File: config.mk
export PLATFORM = sky130hd
export DESIGN_NAME = lcd_cmd_sched_flat
export DESIGN_NICKNAME = d
export VERILOG_FILES = /design/src/rtl/lcd_pkg.sv /design/src/rtl/lcd_cmd_sched_if.sv /design/src/rtl/lcd_cmd_fifo.sv /design/src/rtl/lcd_cmd_sched.sv /design/src/flat_wrapper.sv
export SDC_FILE = /design/constraint.sdc
export NUM_CORES = 1
export LEC_CHECK = 0
export CORE_MARGIN = 4
export CORE_UTILIZATION = 40
export CTS_BUF_LIST = sky130_fd_sc_hd__clkbuf_2
export CTS_CLUSTER_SIZE = 20
export DETAILED_ROUTE_END_ITERATION = 7
export GPL_TIMING_DRIVEN = 0
export HOLD_SLACK_MARGIN = 0.15
export PLACE_DENSITY_LB_ADDON = 0.1
export SLEW_MARGIN = 5
export SYNTH_ARGS = -nofsm -noshare
export SYNTH_HDL_FRONTEND = slang
export SYNTH_HIERARCHICAL = 1
export SYNTH_SLANG_ARGS = --single-unit
File: constraint.sdc
create_clock -name clk -period 3.2 [get_ports clk]
set_input_delay 0.48 -clock clk [delete_from_list [all_inputs] [get_ports clk]]
set_output_delay 0.48 -clock clk [all_outputs]
set_load 0.05 [all_outputs]
File: src/rtl/lcd_pkg.sv
// Shared definitions for the LCD command scheduler: command encodings,
// scheduler state type and a legality helper.
// The optional watchdog is enabled with the SCHED_TIMEOUT_EN macro, which
// adds the S_ERR state to sched_state_t.
package lcd_pkg;

    localparam logic [3:0] CMD_WRITE    = 4'd0;
    localparam logic [3:0] CMD_UP       = 4'd1;
    localparam logic [3:0] CMD_DOWN     = 4'd2;
    localparam logic [3:0] CMD_LEFT     = 4'd3;
    localparam logic [3:0] CMD_RIGHT    = 4'd4;
    localparam logic [3:0] CMD_MAX      = 4'd5;
    localparam logic [3:0] CMD_MIN      = 4'd6;
    localparam logic [3:0] CMD_AVG      = 4'd7;
    localparam logic [3:0] CMD_ROT_CCW  = 4'd8;
    localparam logic [3:0] CMD_ROT_CW   = 4'd9;
    localparam logic [3:0] CMD_MIRROR_X = 4'd10;
    localparam logic [3:0] CMD_MIRROR_Y = 4'd11;
    localparam logic [3:0] CMD_LAST     = 4'd11;

    typedef enum logic [2:0] {
        S_LOAD  = 3'd0,
        S_IDLE  = 3'd1,
        S_GUARD = 3'd2,
        S_WAIT  = 3'd3,
        S_FLUSH = 3'd4,
        S_DONE  = 3'd5
`ifdef SCHED_TIMEOUT_EN
        ,
        S_ERR   = 3'd6
`endif
    } sched_state_t;

    // Codes above CMD_LAST have no meaning to the engine.
    function automatic logic cmd_is_legal(input logic [3:0] code);
        return code <= CMD_LAST;
    endfunction

endpackage

File: src/rtl/lcd_cmd_sched_if.sv
// Host-side command channel of the LCD command scheduler.
// Handshake: a command transfers in every cycle where host_valid and
// host_ready are both high on the rising clock edge; host_cmd must be
// stable while host_valid is high, and host_ready does not depend on
// host_valid in the same cycle.
interface lcd_cmd_sched_if;

    logic [3:0] host_cmd;
    logic       host_valid;
    logic       host_ready;

    modport master (
        output host_cmd,
        output host_valid,
        input  host_ready
    );

    modport slave (
        input  host_cmd,
        input  host_valid,
        output host_ready
    );

endinterface

File: src/rtl/lcd_cmd_fifo.sv
// Synchronous command FIFO with registered occupancy and full/empty flags.
// Read data is the current head (show-ahead); a push is ignored when full
// and a pop is ignored when empty.
module lcd_cmd_fifo #(
    parameter  int DEPTH = 8,
    parameter  int W     = 4,
    localparam int AW    = $clog2(DEPTH)
) (
    input  logic          clk,
    input  logic          reset,
    input  logic          push_i,
    input  logic [W-1:0]  data_i,
    input  logic          pop_i,
    output logic [W-1:0]  data_o,
    output logic [AW:0]   level_o,
    output logic          full_o,
    output logic          empty_o
);

    logic [W-1:0]  mem_q [DEPTH];
    logic [AW-1:0] wr_q, wr_d;
    logic [AW-1:0] rd_q, rd_d;
    logic [AW:0]   level_q, level_d;
    logic          do_push;
    logic          do_pop;

    assign full_o  = (level_q == (AW+1)'(DEPTH));
    assign empty_o = (level_q == '0);
    assign do_push = push_i && !full_o;
    assign do_pop  = pop_i && !empty_o;
    assign data_o  = mem_q[rd_q];
    assign level_o = level_q;

    // Pointer and occupancy update; a simultaneous push and pop keeps the level.
    always_comb begin
        wr_d    = wr_q;
        rd_d    = rd_q;
        level_d = level_q;
        if (do_push) wr_d = wr_q + AW'(1);
        if (do_pop)  rd_d = rd_q + AW'(1);
        case ({do_push, do_pop})
            2'b10:   level_d = level_q + (AW+1)'(1);
            2'b01:   level_d = level_q - (AW+1)'(1);
            default: level_d = level_q;
        endcase
    end

    // Storage array; contents need no reset since the level gates reads.
    always_ff @(posedge clk) begin
        if (do_push) mem_q[wr_q] <= data_i;
    end

    // Pointer and level registers; reset empties the FIFO.
    always_ff @(posedge clk) begin
        if (reset) begin
            wr_q    <= '0;
            rd_q    <= '0;
            level_q <= '0;
        end else begin
            wr_q    <= wr_d;
            rd_q    <= rd_d;
            level_q <= level_d;
        end
    end

endmodule

File: src/rtl/lcd_cmd_sched.sv
// LCD command scheduler: buffers host commands and issues them one at a
// time to the 8x8 image engine, closing each frame with WRITE (cmd 0) and
// waiting for the engine's done pulse before re-arming for the ROM load.
// Optional watchdog: define SCHED_TIMEOUT_EN to enable the TIMEOUT-cycle
// watchdog and the terminal S_ERR state.
module lcd_cmd_sched
    import lcd_pkg::*;
#(
    parameter  int DEPTH   = 8,
    parameter  int CNT_W   = 8,
    parameter  int TIMEOUT = 1024,
    localparam int LVL_W   = $clog2(DEPTH) + 1
) (
    input  logic               clk,
    input  logic               reset,
    lcd_cmd_sched_if.slave     host,
    input  logic               lcd_busy,
    input  logic               lcd_done,
    output logic [3:0]         lcd_cmd,
    output logic               lcd_cmd_valid,
    output logic [LVL_W-1:0]   fifo_level,
    output logic [CNT_W-1:0]   issued_cnt,
    output logic               illegal_cmd,
    output logic               frame_done,
    output logic               timeout,
    output sched_state_t       state_o
);

    sched_state_t     state_q, state_d;
    logic [3:0]       lcd_cmd_q;
    logic [CNT_W-1:0] issued_cnt_q;
    logic             illegal_q;

    logic             fifo_full;
    logic             fifo_empty;
    logic [3:0]       fifo_head;
    logic [LVL_W-1:0] fifo_lvl;

    logic             enq_fire;
    logic             cmd_legal;
    logic             issue;
    logic             issue_fire;
    logic             in_err;

    assign cmd_legal  = cmd_is_legal(host.host_cmd);
    assign enq_fire   = host.host_valid && host.host_ready;
    assign issue_fire = issue && !reset;

    lcd_cmd_fifo #(
        .DEPTH (DEPTH),
        .W     (4)
    ) u_fifo (
        .clk     (clk),
        .reset   (reset),
        .push_i  (enq_fire && cmd_legal),
        .data_i  (host.host_cmd),
        .pop_i   (issue_fire),
        .data_o  (fifo_head),
        .level_o (fifo_lvl),
        .full_o  (fifo_full),
        .empty_o (fifo_empty)
    );

`ifdef SCHED_TIMEOUT_EN
    localparam int WD_W = $clog2(TIMEOUT + 1);

    logic [WD_W-1:0] wdog_q, wdog_d;
    logic            timeout_q;
    logic            wd_run;
    logic            wd_expire;

    assign wd_run    = (state_q == S_LOAD) || (state_q == S_WAIT) || (state_q == S_FLUSH);
    assign wd_expire = wd_run && (wdog_q == WD_W'(TIMEOUT - 1));
    assign in_err    = (state_q == S_ERR);
    assign timeout   = !reset && timeout_q;

    // Watchdog counts cycles spent in a waiting state, restarting on every state change.
    always_comb begin
        wdog_d = wdog_q;
        if (state_d != state_q) wdog_d = '0;
        else if (wd_run)        wdog_d = wdog_q + WD_W'(1);
    end

    // Watchdog counter and sticky timeout flag.
    always_ff @(posedge clk) begin
        if (reset) begin
            wdog_q    <= '0;
            timeout_q <= 1'b0;
        end else begin
            wdog_q <= wdog_d;
            if (wd_expire) timeout_q <= 1'b1;
        end
    end
`else
    assign in_err  = 1'b0;
    assign timeout = 1'b0;
`endif

    // Next-state and issue decision; an issue only ever happens in S_IDLE.
    always_comb begin
        state_d = state_q;
        issue   = 1'b0;
        case (state_q)
            S_LOAD:  if (!lcd_busy) state_d = S_IDLE;
            S_IDLE: begin
                if (!fifo_empty && !lcd_busy) begin
                    issue   = 1'b1;
                    state_d = (fifo_head == CMD_WRITE) ? S_FLUSH : S_GUARD;
                end
            end
            // The engine raises busy a cycle late, so busy is not trusted here.
            S_GUARD: state_d = S_WAIT;
            S_WAIT:  if (!lcd_busy) state_d = S_IDLE;
            S_FLUSH: if (lcd_done) state_d = S_DONE;
            S_DONE:  state_d = S_LOAD;
`ifdef SCHED_TIMEOUT_EN
            S_ERR:   state_d = S_ERR;
`endif
            default: state_d = S_LOAD;
        endcase
`ifdef SCHED_TIMEOUT_EN
        if (wd_expire) state_d = S_ERR;
`endif
    end

    // State register, held command, issue counter and sticky illegal flag.
    always_ff @(posedge clk) begin
        if (reset) begin
            state_q      <= S_LOAD;
            lcd_cmd_q    <= 4'd0;
            issued_cnt_q <= '0;
            illegal_q    <= 1'b0;
        end else begin
            state_q <= state_d;
            if (issue_fire) begin
                lcd_cmd_q    <= fifo_head;
                issued_cnt_q <= issued_cnt_q + CNT_W'(1);
            end
            if (enq_fire && !cmd_legal) illegal_q <= 1'b1;
        end
    end

    // Outputs read 0 while reset is held; lcd_cmd shows the head during the
    // strobe and then holds it until the next issue.
    assign host.host_ready = !reset && !fifo_full && !in_err;
    assign lcd_cmd_valid   = issue_fire;
    assign lcd_cmd         = reset ? 4'd0 : (issue_fire ? fifo_head : lcd_cmd_q);
    assign fifo_level      = reset ? '0 : fifo_lvl;
    assign issued_cnt      = reset ? '0 : issued_cnt_q;
    assign illegal_cmd     = !reset && illegal_q;
    assign frame_done      = !reset && (state_q == S_DONE);
    assign state_o         = state_q;

endmodule

File: src/flat_wrapper.sv
// flat-port wrapper written by rule: the top's interface ports become plain ports
module lcd_cmd_sched_flat import lcd_pkg::*;
#(
    parameter  int DEPTH   = 8,
    parameter  int CNT_W   = 8,
    parameter  int TIMEOUT = 1024,
    localparam int LVL_W   = $clog2(DEPTH) + 1
)
  (clk, reset, lcd_busy, lcd_done, lcd_cmd, lcd_cmd_valid, fifo_level, issued_cnt, illegal_cmd, frame_done, timeout, state_o, host_host_cmd, host_host_valid, host_host_ready);
  lcd_cmd_sched_if host_i ();
  input  logic clk;
  input  logic reset;
  input  logic lcd_busy;
  input  logic lcd_done;
  output logic [3:0] lcd_cmd;
  output logic lcd_cmd_valid;
  output logic [LVL_W-1:0] fifo_level;
  output logic [CNT_W-1:0] issued_cnt;
  output logic illegal_cmd;
  output logic frame_done;
  output logic timeout;
  output sched_state_t state_o;
  input wire logic [$bits(host_i.host_cmd)-1:0] host_host_cmd;
  input wire logic [$bits(host_i.host_valid)-1:0] host_host_valid;
  output wire logic [$bits(host_i.host_ready)-1:0] host_host_ready;
  assign host_i.host_cmd = host_host_cmd;
  assign host_i.host_valid = host_host_valid;
  assign host_host_ready = host_i.host_ready;
  lcd_cmd_sched #(.DEPTH(DEPTH), .CNT_W(CNT_W), .TIMEOUT(TIMEOUT)) u_core (.clk(clk), .reset(reset), .host(host_i), .lcd_busy(lcd_busy), .lcd_done(lcd_done), .lcd_cmd(lcd_cmd), .lcd_cmd_valid(lcd_cmd_valid), .fifo_level(fifo_level), .issued_cnt(issued_cnt), .illegal_cmd(illegal_cmd), .frame_done(frame_done), .timeout(timeout), .state_o(state_o));
endmodule
# ---- Yosys cells after proc, flatten, opt, wreduce, memory -nomap -nowiden
# Memory sizes are Yosys's and may differ from the RTL's. A register that Yosys moved wholly into a read port is not among the register bits.
# Cells that the tools add are included.
dict set report totals {
  wordCells 62
  register_bits 26
  memories 1
  output_inout_bits 24
  in_bits 9
  mem_bits_rw 32
}
# memory depth word_bits rd rd_ports_with_merged_regs wr line
set memory_table {}
lappend memory_table {u_core.u_fifo.mem_q 8 4 1 1 1 lcd_cmd_fifo.sv:20} ;# logic [W-1:0] mem_q [DEPTH];
dict set report op_classes {
  mux 16
  addsub 5
  n_eq_ne 11
  n_reduce_logical 21
  order_cmp 1
}
# op count
set ops {}
lappend ops {{two-way mux 3 bit} 6}
lappend ops {{two-way mux 4 bit} 3}
lappend ops {{one-hot mux 3 bit (4 select lines)} 1}
lappend ops {{logical AND 1 bit} 10}
lappend ops {{adder 8 x 1 -> 8 bit, second input constant} 1}
lappend ops {{zero test 4 bit} 2}
lappend ops {{two-way mux 8 bit} 1}
lappend ops {{one-hot mux 4 bit (2 select lines)} 1}
lappend ops {{adder 3 x 1 -> 3 bit, second input constant} 2}
lappend ops {{equality test 3 x 2 -> 1 bit, second input constant} 2}
lappend ops {{equality test 3 bit, second input constant} 2}
lappend ops {{zero test 1 bit} 5}
lappend ops {{adder 4 x 1 -> 4 bit, second input constant} 1}
lappend ops {{equality test 4 bit, second input constant} 1}
lappend ops {{<= comparator 4 bit, second input constant} 1}
lappend ops {{two-way mux 1 bit} 4}
lappend ops {{!= test 2 bit, second input constant} 2}
lappend ops {{subtractor 4 x 1 -> 4 bit, second input constant} 1}
lappend ops {{equality test 3 x 1 -> 1 bit, second input constant} 1}
lappend ops {{zero test 3 bit} 1}
lappend ops {{AND reduction 3 bit} 1}
lappend ops {{equality test 2 x 1 -> 1 bit, second input constant} 1}
lappend ops {{equality test 2 bit, second input constant} 1}
lappend ops {{!= test 2 x 1 -> 1 bit, second input constant} 1}
lappend ops {{2 further kinds} 2}

# ---- Logic depth before layout (Yosys ltp)
dict set report depth {
  ltp_word 9
  mapped_depth 15
  depth_no_buf 13
}

# ---- By module
# The synthesis kept the hierarchy.
# module seq_area_each_um2 instances area_each_um2 cells_per_inst
set by_module_without_submodules {}
lappend by_module_without_submodules {lcd_cmd_fifo 1221.2 1 1899.3 120}
lappend by_module_without_submodules {lcd_cmd_sched 320.3 1 902.1 99}

# ---- Least setup slack after synthesis
# No wires, ideal clock.
dict set report synth_timing {
  path_kind {reg-to-reg}
  from {reg u_core.u_fifo.level_q[0] (netlist: u_core/u_fifo/level_o[0])}
  to {reg u_core.u_fifo.level_q[3] (netlist: u_core/u_fifo/level_o[3])}
  t_arrival_ns 3.351
  path_slack_ns -0.274
  synth_period_minus_slack_ns 3.474
  stages_incl_launch_ff 12
  path_buffers 1
  required_time_ns 3.077
  setup_time_ns 0.123
  path_cell_list {dfxtp_1 > or4b_1 > buf_6 > inv_1 > nor2_1 > nand2_1 > a21oi_1 > nand2_8 > ha_1 > or3_1 > o32ai_1 > mux2_1}
}
dict set report synth_between {
  elab_cells_between_ends 19
  cone_classes {add/sub (2); eq/ne (3); mux (3); reduce/logical (11)}
}
# item line
set synth_rtl {}
lappend synth_rtl {{start: declaration} lcd_cmd_fifo.sv:23} ;# logic [AW:0] level_q, level_d;
lappend synth_rtl {{start signal: assignment} lcd_cmd_fifo.sv:62} ;# level_q <= level_d;
lappend synth_rtl {{equality test 4 bit (*)} lcd_cmd_fifo.sv:27} ;# assign full_o = (level_q == (AW+1)'(DEPTH));
lappend synth_rtl {{named net u_core.fifo_full} lcd_cmd_sched.sv:34} ;# logic fifo_full;
lappend synth_rtl {{zero test 1 bit (*)} lcd_cmd_sched.sv:145} ;# assign host.host_ready = !reset && !fifo_full && !in_err;
lappend synth_rtl {{logical AND 1 bit (*)} lcd_cmd_sched.sv:145}
lappend synth_rtl {{named net host_host_ready} flat_wrapper.sv:25} ;# output wire logic [$bits(host_i.host_ready)-1:0] host_host_ready;
lappend synth_rtl {{logical AND 1 bit (*)} lcd_cmd_sched.sv:46} ;# assign enq_fire = host.host_valid && host.host_ready;
lappend synth_rtl {{logical AND 1 bit (*)} lcd_cmd_sched.sv:55} ;# .push_i (enq_fire && cmd_legal),
lappend synth_rtl {{logical AND 1 bit (*)} lcd_cmd_fifo.sv:29} ;# assign do_push = push_i && !full_o;
lappend synth_rtl {{equality test 2 x 1 -> 1 bit / equality test 2 bit (equally long branches)} lcd_cmd_fifo.sv:41} ;# case ({do_push, do_pop})
lappend synth_rtl {{one-hot mux 4 bit (2 select lines) / nonzero test 2 bit (equally long branches)} --}
# Mark *: on every way through the listed nets, which the timed path passes. The rest lies on a longest branch.
# A chain may end at the register's enable or synchronous reset.

# ---- Final worst setup path
dict set report layout_timing {
  from {in reset}
  to {out fifo_level[3]}
}
dict set report layout_between {
  elab_chain_len 1
}
# item line
set layout_rtl {}
lappend layout_rtl {{start: declaration} flat_wrapper.sv:12} ;# input logic reset;
lappend layout_rtl {{two-way mux 4 bit} lcd_cmd_sched.sv:148} ;# assign fifo_level = reset ? '0 : fifo_lvl;
lappend layout_rtl {{end: declaration} flat_wrapper.sv:17} ;# output logic [LVL_W-1:0] fifo_level;
# No other way between the ends.

==> impl_metrics.ini <==
[power_and_ir_drop]
vdd_ir_drop_max_v = 0.000270
clockPowerShare = 0.391
power.leakage_nw = 1.23
internal_pwr_total_mw = 1.21
comb_power_share = 0.068
net-switching-power_uw = 347
sw_frac_of_total = 0.223
power_frac_seq = 0.542
power_density_nw_per_um2 = 457

[timing]
fin_crit_ps = 3080
final-hold-violation-count = 0
fmax_mhz = 325
grt_setup_unrepaired = no
clock_skew_ps = 26.5
worst_slew_pin_slew_ps = 1100
setup_viol = 0
final_worst_path_cycle_share = 0.961
fin_worst_hold_slack_ps = 548
finalSetupTns_ps = 0
maxSlewViolCount = 0
timing.final.ws_setup_ps = 125
max_slew_margin = 0.260

[worst_setup_path]
worst_ep_arrival_time_ps = 2600
crit_type = input pin to primary output
cp.depth = 5
endpoint = fifo_level[3]
critical_path.cell_chain = clkdlybuf4s50_1, clkbuf_2, clkbuf_1, nor2b_1, clkdlybuf4s50_1
worstSetupStartpointType = input pin
required_ps = 2720
rr_endpoint = u_core/u_fifo/level_o[3]
slack_of_the_worst_reg_to_reg_path_ps = 230
critical_path.startpoint = reset
critical-path-slowest-cell = clkdlybuf4s50_1
critical_path.top_delay_family = buffers and inverters
maximum_fanout_along_the_worst_path = 10
cp_common_cell = clkdlybuf4s50_1
worst_r2r_startpoint = u_core/u_fifo/level_o[1]
crit_buf_inv = 4
reg2reg_depth = 11
slowest_delay_ps = 710
cp-end-kind = primary output

[final_layout]
syn_to_final_growth_pct = 21.6
antenna_cells = 0
final_net_count = 276
fin_area_um2 = 3410
layoutNonFillerInstCount = 362
share_of_post_route_cells_with_drive_strength_above_1 = 0.226

[clocking]
cts_made_buffers = 9
clock_path_buffers = 2
cts_tree = yes
clk_slew_on_worst_s_h_paths_ps = 170
cts_hold_repair.buffers = 0
htreeDepth = 3
clock_latency_ps = 460
cts_sinks = 61
cts_root_buffer = clkbuf_2

[run_status]
status = finished clean

[route]
total_iterations_of_the_first_detailed_routing_run = 4
route.antenna.remaining_nets = 0
routed_via_density = 4.94
avgRoutedWirePerCell_um = 14.8
detail_route.wirelength_mm = 5.36
drtIter0Drc = 78
post-route-drc-count = 0
route.vias.total = 1787

[yosys]
synth_warnings = 6
syn_area_per_cell_um2 = 12.8
synthTopCellsByCount = 32 x edfxtp_1, 29 x dfxtp_1, 21 x nor2_1, 20 x nor2b_1
yosysTopAreaCell = edfxtp_1
synth_top_flop_cell = edfxtp_1
yosys.cell_types.count = 46
synth-async-reset-ratio = 0
ys_seq_area_frac = 0.550
synth_largest_type_area_fraction = 0.343
syn-cell-area_um2 = 2800
synth_enable_flop_cells = 32
post_synth_main_area_contributors = edfxtp_1 34%, dfxtp_1 21%, mux4_2 6.4%
gate_count_post_synth = 219
synthesis.nets = 234
most_numerous_cell_in_the_yosys_netlist = edfxtp_1
synth_seq_cells = 61

[global_route]
track_usage = 0.132
antenna_found_initial = 0
first_global_vias = 1677
maximum_number_of_pins_on_one_net_before_global_route_repair = 11
grt-ovfl-total = 0
global_route_wire_length_before_repair_mm = 8.49

[floorplan]
dieArea_um2 = 8410
die-width_um = 91.7
fp.coreArea_um2 = 6790
floorplan.rows = 30
num_io_pins = 33
floorplan.die.height_um = 91.7
floorplan.initialDensity = 0.412

[job]
timing.max_cap.violations = 0

[placed_design]
dpl.cell_count = 346
place_area_um2 = 3240
hpwl_detailed_mm = 3.77
gp_routability_congestion = 0.711
preCtsSetupSlack_ps = -551
place.port_buffers = 31

[hold_path]
worstHoldPathType = flop to flop
## metrics by stage
step | utilization | power (mW)
after floorplan | - | 0.926
after global placement | 0.478 | 0.965
after detailed placement | 0.478 | 0.966
after CTS | 0.499 | 1.57
after global routing | 0.501 | 1.62
final | 0.501 | 1.56
## registers in the layout (all words and copies together), names as in the netlist, named ones only
name,count
u_core/illegal_q,1
u_core/issued_cnt_q,8
u_core/lcd_cmd_q,4
u_core/state_o,3
u_core/u_fifo/level_o,4
u_core/u_fifo/mem_q,32
u_core/u_fifo/rd_q,3
u_core/u_fifo/wr_q,3
## logic make-up after synthesis
| kind of cell | Yosys count | synth area share |
|---|---|---|
| AND/OR/NAND/NOR | 86 | 0.181 |
| flip-flops | 61 | 0.550 |
| AO/OA/AOI/OAI | 16 | 0.0389 |
| multiplexers | 26 | 0.142 |
| XOR/XNOR | 7 | 0.0246 |
| other | 1 | 0.00134 |
| buffers and inverters | 16 | 0.0344 |
| adder cells (fa/ha/maj) | 6 | 0.0268 |
## placed cells by master (no fill, tap or decap), types with 6 or more instances in the layout
cell             count
nor2_1              20
dfxtp_1             26
ha_1                 6
mux4_2               8
clkbuf_2            11
clkdlybuf4s50_1     25
nor3_1              10
edfxtp_1            32
nor2b_1             20
mux2_2              10
## metal layers
| metal | track usage | share of wire | vias up |
|---|---|---|---|
| li1 | - | - | 886 |
| met1 | 0.185 | 0.50 | 874 |
| met2 | 0.190 | 0.46 | 21 |
| met3 | 0.0377 | 0.031 | 6 |
| met4 | 0.0565 | 0.014 | 0 |
| met5 | 0 | 0 | - |
## how the worst min path moves through the flow
stage | startpoint | endpoint | cells after the start
2_1_floorplan | u_core/u_fifo/rd_q[2] | flop | 2
3_3_place_gp | u_core/u_fifo/rd_q[2] | u_core/u_fifo/rd_q[2] | 2
3_5_place_dp | u_core/u_fifo/rd_q[2] | u_core/u_fifo/rd_q[2] | 2
4_1_cts | lcd_done | u_core/state_o[0] | 3
5_1_grt | lcd_done | u_core/state_o[0] | 3
6_report | u_core/u_fifo/level_o[2] | u_core/u_fifo/level_o[2] | 2
## final cells by class
| type | count | area (um2) |
|---|---|---|
| clock inverter | 6 | 101 |
| sequential | 61 | 1550 |
| buffer | 11 | 81.3 |
| inverter | 4 | 18.8 |
| tap | 96 | 120 |
| timing repair buffer | 32 | 314 |
| fill | 619 | 3390 |
| multi-input combinational | 142 | 1170 |
| clock buffer | 10 | 50.0 |
## worst min-delay path, cell delays in order, from the launching register on
cell and delay, ps:
dfxtp_2 390, o21ai_0 80, a21oi_1 60
## power by group through the flow
stage / clock network (mW) / registers, mW / logic, mW
finish: 0.608 / 0.843 / 0.105
global route: 0.663 / 0.845 / 0.114
CTS: 0.623 / 0.843 / 0.106
detailed placement: 0 / 0.860 / 0.106
global placement: 0 / 0.859 / 0.105
floorplan: 0 / 0.862 / 0.0638
## repair_timing
item | CTS | global route
resized for setup | 7 | 4
endpoints found under the setup margin | 12 | 7
buffers inserted | 0 | 1
No activity file was read; power rests on OpenSTA's default activity.
